File: src/rtl/uart_pkg.sv
// Shared UART arbiter definitions: FSM states, byte width and timing constants.
package uart_pkg;

  localparam int unsigned UART_BYTE_W       = 8;
  localparam int unsigned BUSY_TO_DFLT      = 8;
  localparam int unsigned CLKS_PER_BIT_9600 = 5207;

  typedef enum logic [2:0] {
    IDLE      = 3'd0,
    LAUNCH    = 3'd1,
    WAIT_BUSY = 3'd2,
    WAIT_IDLE = 3'd3,
    DONE      = 3'd4
  } arb_state_e;

endpackage

File: src/rtl/uart_tx_arbiter_if.sv
// Requester/transmitter bundle shared by the arbiter (master) and its environment (slave).
interface uart_tx_arbiter_if #(
  parameter int unsigned NUM_REQ = 4
);
  import uart_pkg::*;

  logic [NUM_REQ-1:0]             req;
  logic [NUM_REQ*UART_BYTE_W-1:0] req_data;
  logic [NUM_REQ-1:0]             grant;
  logic [NUM_REQ-1:0]             done;
  logic [NUM_REQ-1:0]             err;
  logic [UART_BYTE_W-1:0]         tx_data;
  logic                           tx_en;
  logic                           tx_busy;

  modport master (
    input  req, req_data, tx_busy,
    output grant, done, err, tx_data, tx_en
  );

  modport slave (
    output req, req_data, tx_busy,
    input  grant, done, err, tx_data, tx_en
  );

endinterface

File: src/rtl/uart_tx_arbiter_rr_pick.sv
// Combinational winner select: round-robin from a pointer, or lowest index
// when UART_ARB_FIXED_PRIO_EN is defined.
module uart_tx_arbiter_rr_pick #(
  parameter  int unsigned NUM_REQ = 4,
  localparam int unsigned IDX_W   = $clog2(NUM_REQ)
) (
  input  logic [NUM_REQ-1:0] i_pend,
`ifndef UART_ARB_FIXED_PRIO_EN
  input  logic [IDX_W-1:0]   i_ptr,
`endif
  output logic [IDX_W-1:0]   o_idx_c,
  output logic               o_valid_c
);

`ifdef UART_ARB_FIXED_PRIO_EN

  // Scan downward so the lowest pending index is the last assignment.
  always_comb begin
    o_idx_c   = '0;
    o_valid_c = 1'b0;
    for (int k = int'(NUM_REQ) - 1; k >= 0; k--) begin
      if (i_pend[IDX_W'(k)]) begin
        o_idx_c   = IDX_W'(k);
        o_valid_c = 1'b1;
      end
    end
  end

`else

  localparam int unsigned CW = IDX_W + 1;

  logic [CW-1:0] w_cand;

  // Candidate = ptr + k with explicit wrap; downward scan leaves the nearest hit.
  always_comb begin
    o_idx_c   = '0;
    o_valid_c = 1'b0;
    w_cand    = '0;
    for (int k = int'(NUM_REQ) - 1; k >= 0; k--) begin
      w_cand = {1'b0, i_ptr} + CW'(k);
      if (w_cand >= CW'(NUM_REQ)) begin
        w_cand = w_cand - CW'(NUM_REQ);
      end
      if (i_pend[w_cand[IDX_W-1:0]]) begin
        o_idx_c   = w_cand[IDX_W-1:0];
        o_valid_c = 1'b1;
      end
    end
  end

`endif

endmodule

File: src/rtl/uart_tx_arbiter.sv
// Shares one UART byte transmitter among NUM_REQ requesters.
// Build option: UART_ARB_FIXED_PRIO_EN selects fixed lowest-index priority.
module uart_tx_arbiter
  import uart_pkg::*;
#(
  parameter int unsigned NUM_REQ = 4,
  parameter int unsigned BUSY_TO = BUSY_TO_DFLT
) (
  input  logic              sys_clk,
  input  logic              rst_n,
  uart_tx_arbiter_if.master io_arb
);

  localparam int unsigned IDX_W = $clog2(NUM_REQ);
  localparam int unsigned CNT_W = 8;

  arb_state_e             r_state;
  arb_state_e             w_state_nxt;

  logic [NUM_REQ-1:0]     r_grant;
  logic [NUM_REQ-1:0]     r_done;
  logic [NUM_REQ-1:0]     r_err;
  logic                   r_tx_en;
  logic [UART_BYTE_W-1:0] r_tx_data;
  logic [IDX_W-1:0]       r_idx;
  logic [CNT_W-1:0]       r_cnt;

  logic [NUM_REQ-1:0]     w_grant_nxt;
  logic [NUM_REQ-1:0]     w_done_nxt;
  logic [NUM_REQ-1:0]     w_err_nxt;
  logic                   w_tx_en_nxt;
  logic [UART_BYTE_W-1:0] w_tx_data_nxt;
  logic [IDX_W-1:0]       w_idx_nxt;
  logic [CNT_W-1:0]       w_cnt_nxt;

  logic [IDX_W-1:0]       w_pick_idx;
  logic                   w_pick_valid;
  logic [NUM_REQ-1:0]     w_pick_oh;
  logic [NUM_REQ-1:0]     w_idx_oh;
  logic                   w_launch;
  logic                   w_timeout;

`ifndef UART_ARB_FIXED_PRIO_EN
  logic [IDX_W-1:0]       r_ptr;
  logic [IDX_W-1:0]       w_ptr_nxt;
`endif

  uart_tx_arbiter_rr_pick #(
    .NUM_REQ (NUM_REQ)
  ) u_pick (
    .i_pend    (io_arb.req),
`ifndef UART_ARB_FIXED_PRIO_EN
    .i_ptr     (r_ptr),
`endif
    .o_idx_c   (w_pick_idx),
    .o_valid_c (w_pick_valid)
  );

  assign w_pick_oh = NUM_REQ'(1) << w_pick_idx;
  assign w_idx_oh  = NUM_REQ'(1) << r_idx;
  assign w_launch  = (r_state == IDLE) && w_pick_valid && !io_arb.tx_busy;
  assign w_timeout = (r_cnt == CNT_W'(BUSY_TO - 1)) && !io_arb.tx_busy;

  // State register.
  always_ff @(posedge sys_clk or negedge rst_n) begin
    if (!rst_n) begin
      r_state <= IDLE;
    end else begin
      r_state <= w_state_nxt;
    end
  end

  // Next-state logic.
  always_comb begin
    w_state_nxt = r_state;
    case (r_state)
      IDLE:      if (w_launch) w_state_nxt = LAUNCH;
      LAUNCH:    w_state_nxt = WAIT_BUSY;
      WAIT_BUSY: begin
        if (io_arb.tx_busy) begin
          w_state_nxt = WAIT_IDLE;
        end else if (w_timeout) begin
          w_state_nxt = IDLE;
        end
      end
      WAIT_IDLE: if (!io_arb.tx_busy) w_state_nxt = DONE;
      DONE:      w_state_nxt = IDLE;
      default:   w_state_nxt = IDLE;
    endcase
  end

  // Next values of the registered outputs and datapath; strobes default low.
  always_comb begin
    w_grant_nxt   = r_grant;
    w_done_nxt    = '0;
    w_err_nxt     = '0;
    w_tx_en_nxt   = r_tx_en;
    w_tx_data_nxt = r_tx_data;
    w_idx_nxt     = r_idx;
    w_cnt_nxt     = r_cnt;
`ifndef UART_ARB_FIXED_PRIO_EN
    w_ptr_nxt     = r_ptr;
`endif
    case (r_state)
      IDLE: begin
        if (w_launch) begin
          w_grant_nxt   = w_pick_oh;
          w_tx_data_nxt = io_arb.req_data[32'(w_pick_idx)*UART_BYTE_W +: UART_BYTE_W];
          w_tx_en_nxt   = 1'b1;
          w_idx_nxt     = w_pick_idx;
          w_cnt_nxt     = '0;
        end
      end
      LAUNCH: w_cnt_nxt = r_cnt + 1'b1;
      WAIT_BUSY: begin
        if (io_arb.tx_busy) begin
          w_tx_en_nxt = 1'b0;
          w_cnt_nxt   = '0;
        end else if (w_timeout) begin
          // Pointer untouched so the same requester retries first.
          w_tx_en_nxt = 1'b0;
          w_err_nxt   = w_idx_oh;
          w_grant_nxt = '0;
          w_cnt_nxt   = '0;
        end else begin
          w_cnt_nxt   = r_cnt + 1'b1;
        end
      end
      WAIT_IDLE: ;
      DONE: begin
        w_done_nxt  = w_idx_oh;
        w_grant_nxt = '0;
`ifndef UART_ARB_FIXED_PRIO_EN
        w_ptr_nxt   = (r_idx == IDX_W'(NUM_REQ - 1)) ? '0 : r_idx + 1'b1;
`endif
      end
      default: begin
        w_grant_nxt = '0;
        w_tx_en_nxt = 1'b0;
      end
    endcase
  end

  // Output and datapath registers.
  always_ff @(posedge sys_clk or negedge rst_n) begin
    if (!rst_n) begin
      r_grant   <= '0;
      r_done    <= '0;
      r_err     <= '0;
      r_tx_en   <= 1'b0;
      r_tx_data <= '0;
      r_idx     <= '0;
      r_cnt     <= '0;
`ifndef UART_ARB_FIXED_PRIO_EN
      r_ptr     <= '0;
`endif
    end else begin
      r_grant   <= w_grant_nxt;
      r_done    <= w_done_nxt;
      r_err     <= w_err_nxt;
      r_tx_en   <= w_tx_en_nxt;
      r_tx_data <= w_tx_data_nxt;
      r_idx     <= w_idx_nxt;
      r_cnt     <= w_cnt_nxt;
`ifndef UART_ARB_FIXED_PRIO_EN
      r_ptr     <= w_ptr_nxt;
`endif
    end
  end

  assign io_arb.grant   = r_grant;
  assign io_arb.done    = r_done;
  assign io_arb.err     = r_err;
  assign io_arb.tx_en   = r_tx_en;
  assign io_arb.tx_data = r_tx_data;

endmodule

File: src/flat_wrapper.sv
// flat-port wrapper written by rule: the top's interface ports become plain ports
module uart_tx_arbiter_flat import uart_pkg::*;
#(
  parameter int unsigned NUM_REQ = 4,
  parameter int unsigned BUSY_TO = BUSY_TO_DFLT
)
  (sys_clk, rst_n, io_arb_req, io_arb_req_data, io_arb_tx_busy, io_arb_grant, io_arb_done, io_arb_err, io_arb_tx_data, io_arb_tx_en);
  uart_tx_arbiter_if #(.NUM_REQ(NUM_REQ)) io_arb_i ();
  input  logic sys_clk;
  input  logic rst_n;
  input wire logic [$bits(io_arb_i.req)-1:0] io_arb_req;
  input wire logic [$bits(io_arb_i.req_data)-1:0] io_arb_req_data;
  input wire logic [$bits(io_arb_i.tx_busy)-1:0] io_arb_tx_busy;
  output wire logic [$bits(io_arb_i.grant)-1:0] io_arb_grant;
  output wire logic [$bits(io_arb_i.done)-1:0] io_arb_done;
  output wire logic [$bits(io_arb_i.err)-1:0] io_arb_err;
  output wire logic [$bits(io_arb_i.tx_data)-1:0] io_arb_tx_data;
  output wire logic [$bits(io_arb_i.tx_en)-1:0] io_arb_tx_en;
  assign io_arb_i.req = io_arb_req;
  assign io_arb_i.req_data = io_arb_req_data;
  assign io_arb_i.tx_busy = io_arb_tx_busy;
  assign io_arb_grant = io_arb_i.grant;
  assign io_arb_done = io_arb_i.done;
  assign io_arb_err = io_arb_i.err;
  assign io_arb_tx_data = io_arb_i.tx_data;
  assign io_arb_tx_en = io_arb_i.tx_en;
  uart_tx_arbiter #(.NUM_REQ(NUM_REQ), .BUSY_TO(BUSY_TO)) u_core (.sys_clk(sys_clk), .rst_n(rst_n), .io_arb(io_arb_i));
endmodule
File: config.mk
export PLATFORM = sky130hd
export DESIGN_NAME = uart_tx_arbiter_flat
export DESIGN_NICKNAME = d
export VERILOG_FILES = /design/src/rtl/uart_pkg.sv /design/src/rtl/uart_tx_arbiter_if.sv /design/src/rtl/uart_tx_arbiter_rr_pick.sv /design/src/rtl/uart_tx_arbiter.sv /design/src/flat_wrapper.sv
export SDC_FILE = /design/constraint.sdc
export NUM_CORES = 1
export LEC_CHECK = 0
export CAP_MARGIN = 30
export CORE_ASPECT_RATIO = 0.9
export CORE_UTILIZATION = 42
export CTS_BUF_LIST = sky130_fd_sc_hd__clkbuf_8 sky130_fd_sc_hd__clkbuf_16
export CTS_CLUSTER_DIAMETER = 80
export DETAILED_ROUTE_END_ITERATION = 12
export PLACE_DENSITY_LB_ADDON = 0.3
export SETUP_SLACK_MARGIN = 0.2
export SYNTH_ARGS = -nofsm -noshare
export SYNTH_HDL_FRONTEND = slang
export SYNTH_SLANG_ARGS = --single-unit
File: constraint.sdc
create_clock -name sys_clk -period 1.7 [get_ports sys_clk]
set_input_delay 0.17 -clock sys_clk [delete_from_list [all_inputs] [get_ports sys_clk]]
set_output_delay 0.17 -clock sys_clk [all_outputs]
set_load 0.05 [all_outputs]
### Word level (Yosys, flattened, before mapping)

Index checks and enable logic that the tools add are counted.

| storage, ports and cells | value |
|---|---|
| bits in registers | 36 |
| input port bits | 39 |
| word-level logic and storage cells | 97 |

| cells by class | value |
|---|---|
| $add $sub $neg | 9 |
| order comparisons | 8 |
| eq/ne operators | 11 |
| shifts and indexed selects | 3 |
| mux-type cells | 42 |
| bitwise operators | 2 |
| reduce and logical (&&, ||, !) cells | 13 |

Operator list:

| cell | count |
|---|---|
| 32-bit by 6-bit variable part select with 8-bit output | 1 |
| 4-bit 2-to-1 mux | 7 |
| 8-bit 2-to-1 mux | 3 |
| 8-bit one-hot mux with 3 select lines | 1 |
| 2-bit 2-to-1 mux | 9 |
| 2-bit by 3-bit < comparator with 1-bit output (second input constant) | 4 |
| 3-bit 2-to-1 mux | 4 |
| 3-bit one-hot mux with 4 select lines | 1 |
| 4-bit one-hot mux with 3 select lines | 1 |
| 1-bit 2-to-1 mux | 11 |
| 3-bit >= comparator (second input constant) | 3 |
| 8-bit by 1-bit adder with 8-bit output (second input constant) | 1 |
| 1-bit binary-select mux with 2-bit select | 4 |
| 8-bit by 3-bit equality test with 1-bit output (second input constant) | 1 |
| 1-bit by 2-bit << shifter with 4-bit output (first input constant) | 2 |
| 2-bit by 1-bit subtractor with 2-bit output (second input constant) | 4 |
| 2-bit by 2-bit adder with 3-bit output (second input constant) | 2 |
| 3-bit by 2-bit equality test with 1-bit output (second input constant) | 2 |
| 3-bit AND reduction | 2 |
| 2-bit by 1-bit inequality test with 1-bit output (second input constant) | 2 |
| 2-bit inequality test (second input constant) | 2 |
| 2-bit AND reduction | 2 |
| 4-bit AND reduction | 1 |
| 2-bit by 1-bit adder with 3-bit output (second input constant) | 1 |
| 14 further kinds | 17 |

### Longest topological paths before layout

Gate-level depths: netlist (run 1).

| depth | value |
|---|---|
| depth after elaboration | 13 |
| gate-level depth with buffers | 8 |
| mapped depth without buffers | 5 |

### Cells and area by module

Synthesis (run 1) repeated with hierarchy kept, for this count alone.

| second synthesis, totals | value |
|---|---|
| cell total of the unflattened synthesis | 180 |
| area, all modules | 1,946.9 sq um |

By module, submodules not included:

| module | instances | cells an instance | area an instance (sq um) |
|---|---|---|---|
| uart_tx_arbiter | 1 | 167 | 1,869.3 |
| uart_tx_arbiter_rr_pick | 1 | 13 | 77.6 |

### Worst setup path before layout (run 1)

Ideal clock, no wire load.

| timing path | value |
|---|---|
| kind | register to register |
| start | reg u_core.r_state[0] |
| end | reg u_core.r_tx_data[0], in the netlist u_core.io_arb.tx_data[0] |
| setup time | 0.126 ns |
| arrival time | 1.573 ns |
| data required time | 1.574 ns |
| path slack | 0.001 ns |
| cell stages (with the launch flop) | 9 |
| path buffers | 3 |
| clock period less this slack | 1.699 ns |
| cells stage by stage | dfrtp_1 clkbuf_1 nor4_1 and2_4 buf_6 nand3_2 buf_6 a21oi_1 a211oi_2 |

| between the ends | value |
|---|---|
| word-level cells in the longest chain between the ends | 4 |

RTL lines:

| what | line | source |
|---|---|---|
| from (decl) | uart_tx_arbiter.sv:17 | `arb_state_e r_state;` |
| from (signal assigned) | uart_tx_arbiter.sv:69 | `r_state <= w_state_nxt;` |
| 3-bit logical NOT (*) | uart_tx_arbiter.sv:61, uart_tx_arbiter.sv:104 |  |
| 1-bit logical AND (2 in a row) | uart_tx_arbiter.sv:61 | `assign w_launch = (r_state == IDLE) && w_pick_valid && !io_arb.tx_busy;` |
| 2-bit AND reduction (no source line) (*) | - |  |
| to (signal assigned) | uart_tx_arbiter.sv:162 | `r_tx_data <= w_tx_data_nxt;` |
| to (decl) | uart_tx_arbiter.sv:24 | `logic [UART_BYTE_W-1:0] r_tx_data;` |

Every way passes the cells marked *; elsewhere a longest branch is shown, timed or not.
A chain may end at the register's enable or synchronous reset.

### Final worst setup path (run 1)

| timing path | value |
|---|---|
| start | reg u_core.r_cnt[6] |
| end | reg u_core.r_cnt[6] |

| between the ends | value |
|---|---|
| word-level cells in the longest chain between the ends | 5 |
| elaborated cells between the ends (all ways) | 6 |

RTL lines:

| what | line | source |
|---|---|---|
| from (decl) | uart_tx_arbiter.sv:26 | `logic [CNT_W-1:0] r_cnt;` |
| from (signal assigned) | uart_tx_arbiter.sv:164 | `r_cnt <= w_cnt_nxt;` |
| branches (longest 4 deep; another with 8-bit by 1-bit adder with 8-bit output) | - |  |
| 8-bit one-hot mux with 3 select lines (*) | uart_tx_arbiter.sv:104 | `case (r_state)` |

Mark *: on every way between the ends.

==> results.ini, run 1 <==
[global_routing]
grt_pass1_vias=1967
grt.overflow.total=0
grt_usage_pct=23.9
grt_antenna_before_repair=0
grt_max_degree=37
grt_first_pass_wirelength_mm=8.85

[placed_design]
placed_area_um2=2900
dp_hpwl_mm=3.95
io_buffers=59
gp_congestion=0.821

[route]
drt_iter0_drc=130
via_per_inst=5.36
num_vias=1957
drc=0
dr.pass1.iters=6
wl_per_cell_um=15.4
wl_mm=5.60
postRouteAntennaNets=0

[synth]
synthTopCellsByArea=dfrtp_1 (46%), a211oi_2 (5.2%), and3_1 (4.2%), nand2_1 (3.9%), nand3_1 (3.6%)
synth_edf_count=0
synth-async-reset-ratio_pct=100
yosysTopAreaCellShare_pct=46.5
syn_nets=246
yosys_most_used_dff=dfrtp_1
syn_area_um2=1940
synth-warning-count=0
syn_avg_cell_area_um2=9.59
synthDistinctLibCells=39
yosys.area.top_type=dfrtp_1
yosys_register_bits=36
ys_seq_area_share_pct=46.5
synth_cells=202

[finish]
fill_cells=342
drive_gt1_share_pct=37.0
final_common_cell=buf_4
layout.cells.most_common_list=buf_4 (44), clkdlybuf4s50_1 (34), dfrtp_1 (33)
stdcell_area_um2=3210
diodes=0
area_delta_synth_final_pct=65.7
layout.nets=346

[timing]
finalSetupViolCount=7
max_freq_mhz=577
slew_viol_final=0
setup_slack_ns=-0.0324
rsz0062_at_grt=true
slew_headroom_pct=66.9
period_share_pct=102
tightest_slew_ns=0.499
setup-tns-final_ns=-0.173
clock-skew-final_ns=0.00355
hold_violations=0
fin_crit_ns=1.73

[floorplanning]
start_util_pct=43.7
die_y_um=66.4
boundaryPins=60
coreArea_um2=4430
die_w_um=73.6
num_rows=23
dieArea_um2=4890

[power_and_ir_drop]
peakVddDrop_mv=0.822
power_density_nw_per_um2=1670
power.leakage_nw=1.51

[clock_tree]
ctsHoldBuffers=0
htreeDepth=2
cts_made_buffers=5
cts_max_path_buffers=2
clkLatencyLatePin_ns=0.29
cts_root_buffer=clkbuf_8
numClockSinks=36
cts_tree=built
clkTransAtPathRegs_ns=0.07

[setup_path]
critPathArrivalTime_ns=1.91
regToRegStartpoint=u_core.r_cnt[6]
worst_r2r_path_depth=5
crit_path_end_kind=register
cp-start-kind=register
crit_required_ns=1.88
reg2reg_to=u_core.r_cnt[6]
worstSetupPathType=register to register
ff2ff_setup_slack_ns=-0.03
cp_max_fo=7

[status]
outcome=complete, but fails checks
violations=negative setup slack

[hold_path]
hold_path_class=input port to async pin

[run]
cap_violations=0

-- logic make-up after synthesis --
logic type	Yosys count	synth area share, %
AND/OR/NAND/NOR	86	22.8
AO/OA/AOI/OAI	56	21.6
flip-flops	36	46.5
buffers and inverters	15	3.74
adder cells (fa/ha/maj)	5	3.23
multiplexers	3	1.68
XOR/XNOR	1	0.452
-- worst max path at each step --
stage,start,to,slack [ns],cells after the start
after detailed placement,io_arb_req[1],u_core.io_arb.grant[1],-0.29,7
after floorplan,u_core.r_cnt[6],u_core.r_cnt[0],0.1,5
after global routing,u_core.r_cnt[6],u_core.r_cnt[7],-0.16,5
after global placement,io_arb_req[1],u_core.io_arb.grant[0],-0.22,7
final,u_core.r_cnt[6],u_core.r_cnt[6],-0.03,5
after CTS,u_core.r_cnt[5],u_core.r_state[1],-0.04,5
-- what timing repair did --
action / 4_1_cts / 5_1_grt
setup buffers: 0 / 1
resized for setup: 40 / 19
endpoints found under the hold margin: 0 / 0
cloned: 1 / 0
endpoints found under the setup margin: 41 / 26
pin swaps: 11 / 12
-- power breakdown --
group / internal (mW) / switching (mW)
Clock: 0.734 / 0.319
Combinational: 1.28 / 1.63
Sequential: 1.12 / 0.275
-- layer usage --
layer  track usage [%]  share of wire [%]
met1              32.4                 45
met2              39.1                 49
met3              4.27                4.9
met4              6.25               0.73
met5                 0                  0
-- sequential cells by signal, summed over array words and instances (netlist names) --
name                   cells
u_core.io_arb.tx_data      8
u_core.r_cnt               8
u_core.io_arb.done         4
u_core.io_arb.err          4
u_core.io_arb.grant        4
u_core.r_state             3
u_core.r_idx               2
u_core.r_ptr               2
u_core.io_arb.tx_en        1
-- cell usage after synthesis, types with 2 or more instances --
| cell type | count |
|---|---|
| nor2_1 | 17 |
| a21o_1 | 6 |
| dfrtp_1 | 36 |
| clkbuf_1 | 4 |
| ha_1 | 5 |
| nand3_1 | 14 |
| a21oi_1 | 12 |
| nor2_2 | 2 |
| a22o_1 | 7 |
| or2_2 | 2 |
| inv_1 | 7 |
| nand3b_1 | 2 |
| buf_6 | 2 |
| mux2_2 | 2 |
| and2_1 | 5 |
| nor4_1 | 5 |
| nand2_1 | 20 |
| and3_1 | 13 |
| o21ai_0 | 13 |
| a32o_1 | 2 |
| a211oi_2 | 8 |
-- worst max-delay path, stage by stage, from the launching register on --
cell and delay [ns]:
dfrtp_1 0.40, nor4_2 0.29, nand4_1 0.22, a32o_2 0.35
a21o_1 0.19, a22o_1 0.18
-- stage by stage --
stage	cells	utilization (%)	power [mW]	worst slack [ns]	hold slack, ns
floorplan	202	-	3.01	0.0958	-0.126
global placement	355	65.4	3.96	-0.225	0.473
detailed placement	355	65.4	4.01	-0.286	0.487
CTS	364	71.0	5.18	-0.0400	0.313
global route	365	72.5	5.64	-0.157	0.366
finish	365	72.5	5.36	-0.0324	0.297
-- area by class of cell --
type                    count  area, um2  share of cell area [%]
flip-flops and latches     36        905                    28.2
clock buffers               5       68.8                    2.14
clock inverters             3       90.1                    2.80
multi-input cells         152       1160                    36.1
inverters                   7       26.3                   0.818
repair buffers            100        886                    27.6
well taps                  62       77.6                    2.42
(Power assumes the default switching activity.)
==> run 2: changes to the inputs <==
--- a/config.mk
+++ b/config.mk
@@ -11,6 +11,7 @@
 export CTS_BUF_LIST = sky130_fd_sc_hd__clkbuf_8 sky130_fd_sc_hd__clkbuf_16
 export CTS_CLUSTER_DIAMETER = 80
 export DETAILED_ROUTE_END_ITERATION = 12
+export GPL_ROUTABILITY_DRIVEN = 1
 export PLACE_DENSITY_LB_ADDON = 0.3
 export SETUP_SLACK_MARGIN = 0.2
 export SYNTH_ARGS = -nofsm -noshare
==> results of run 2 <==
Final layout, timing and power as in run 1 (identical DEF).
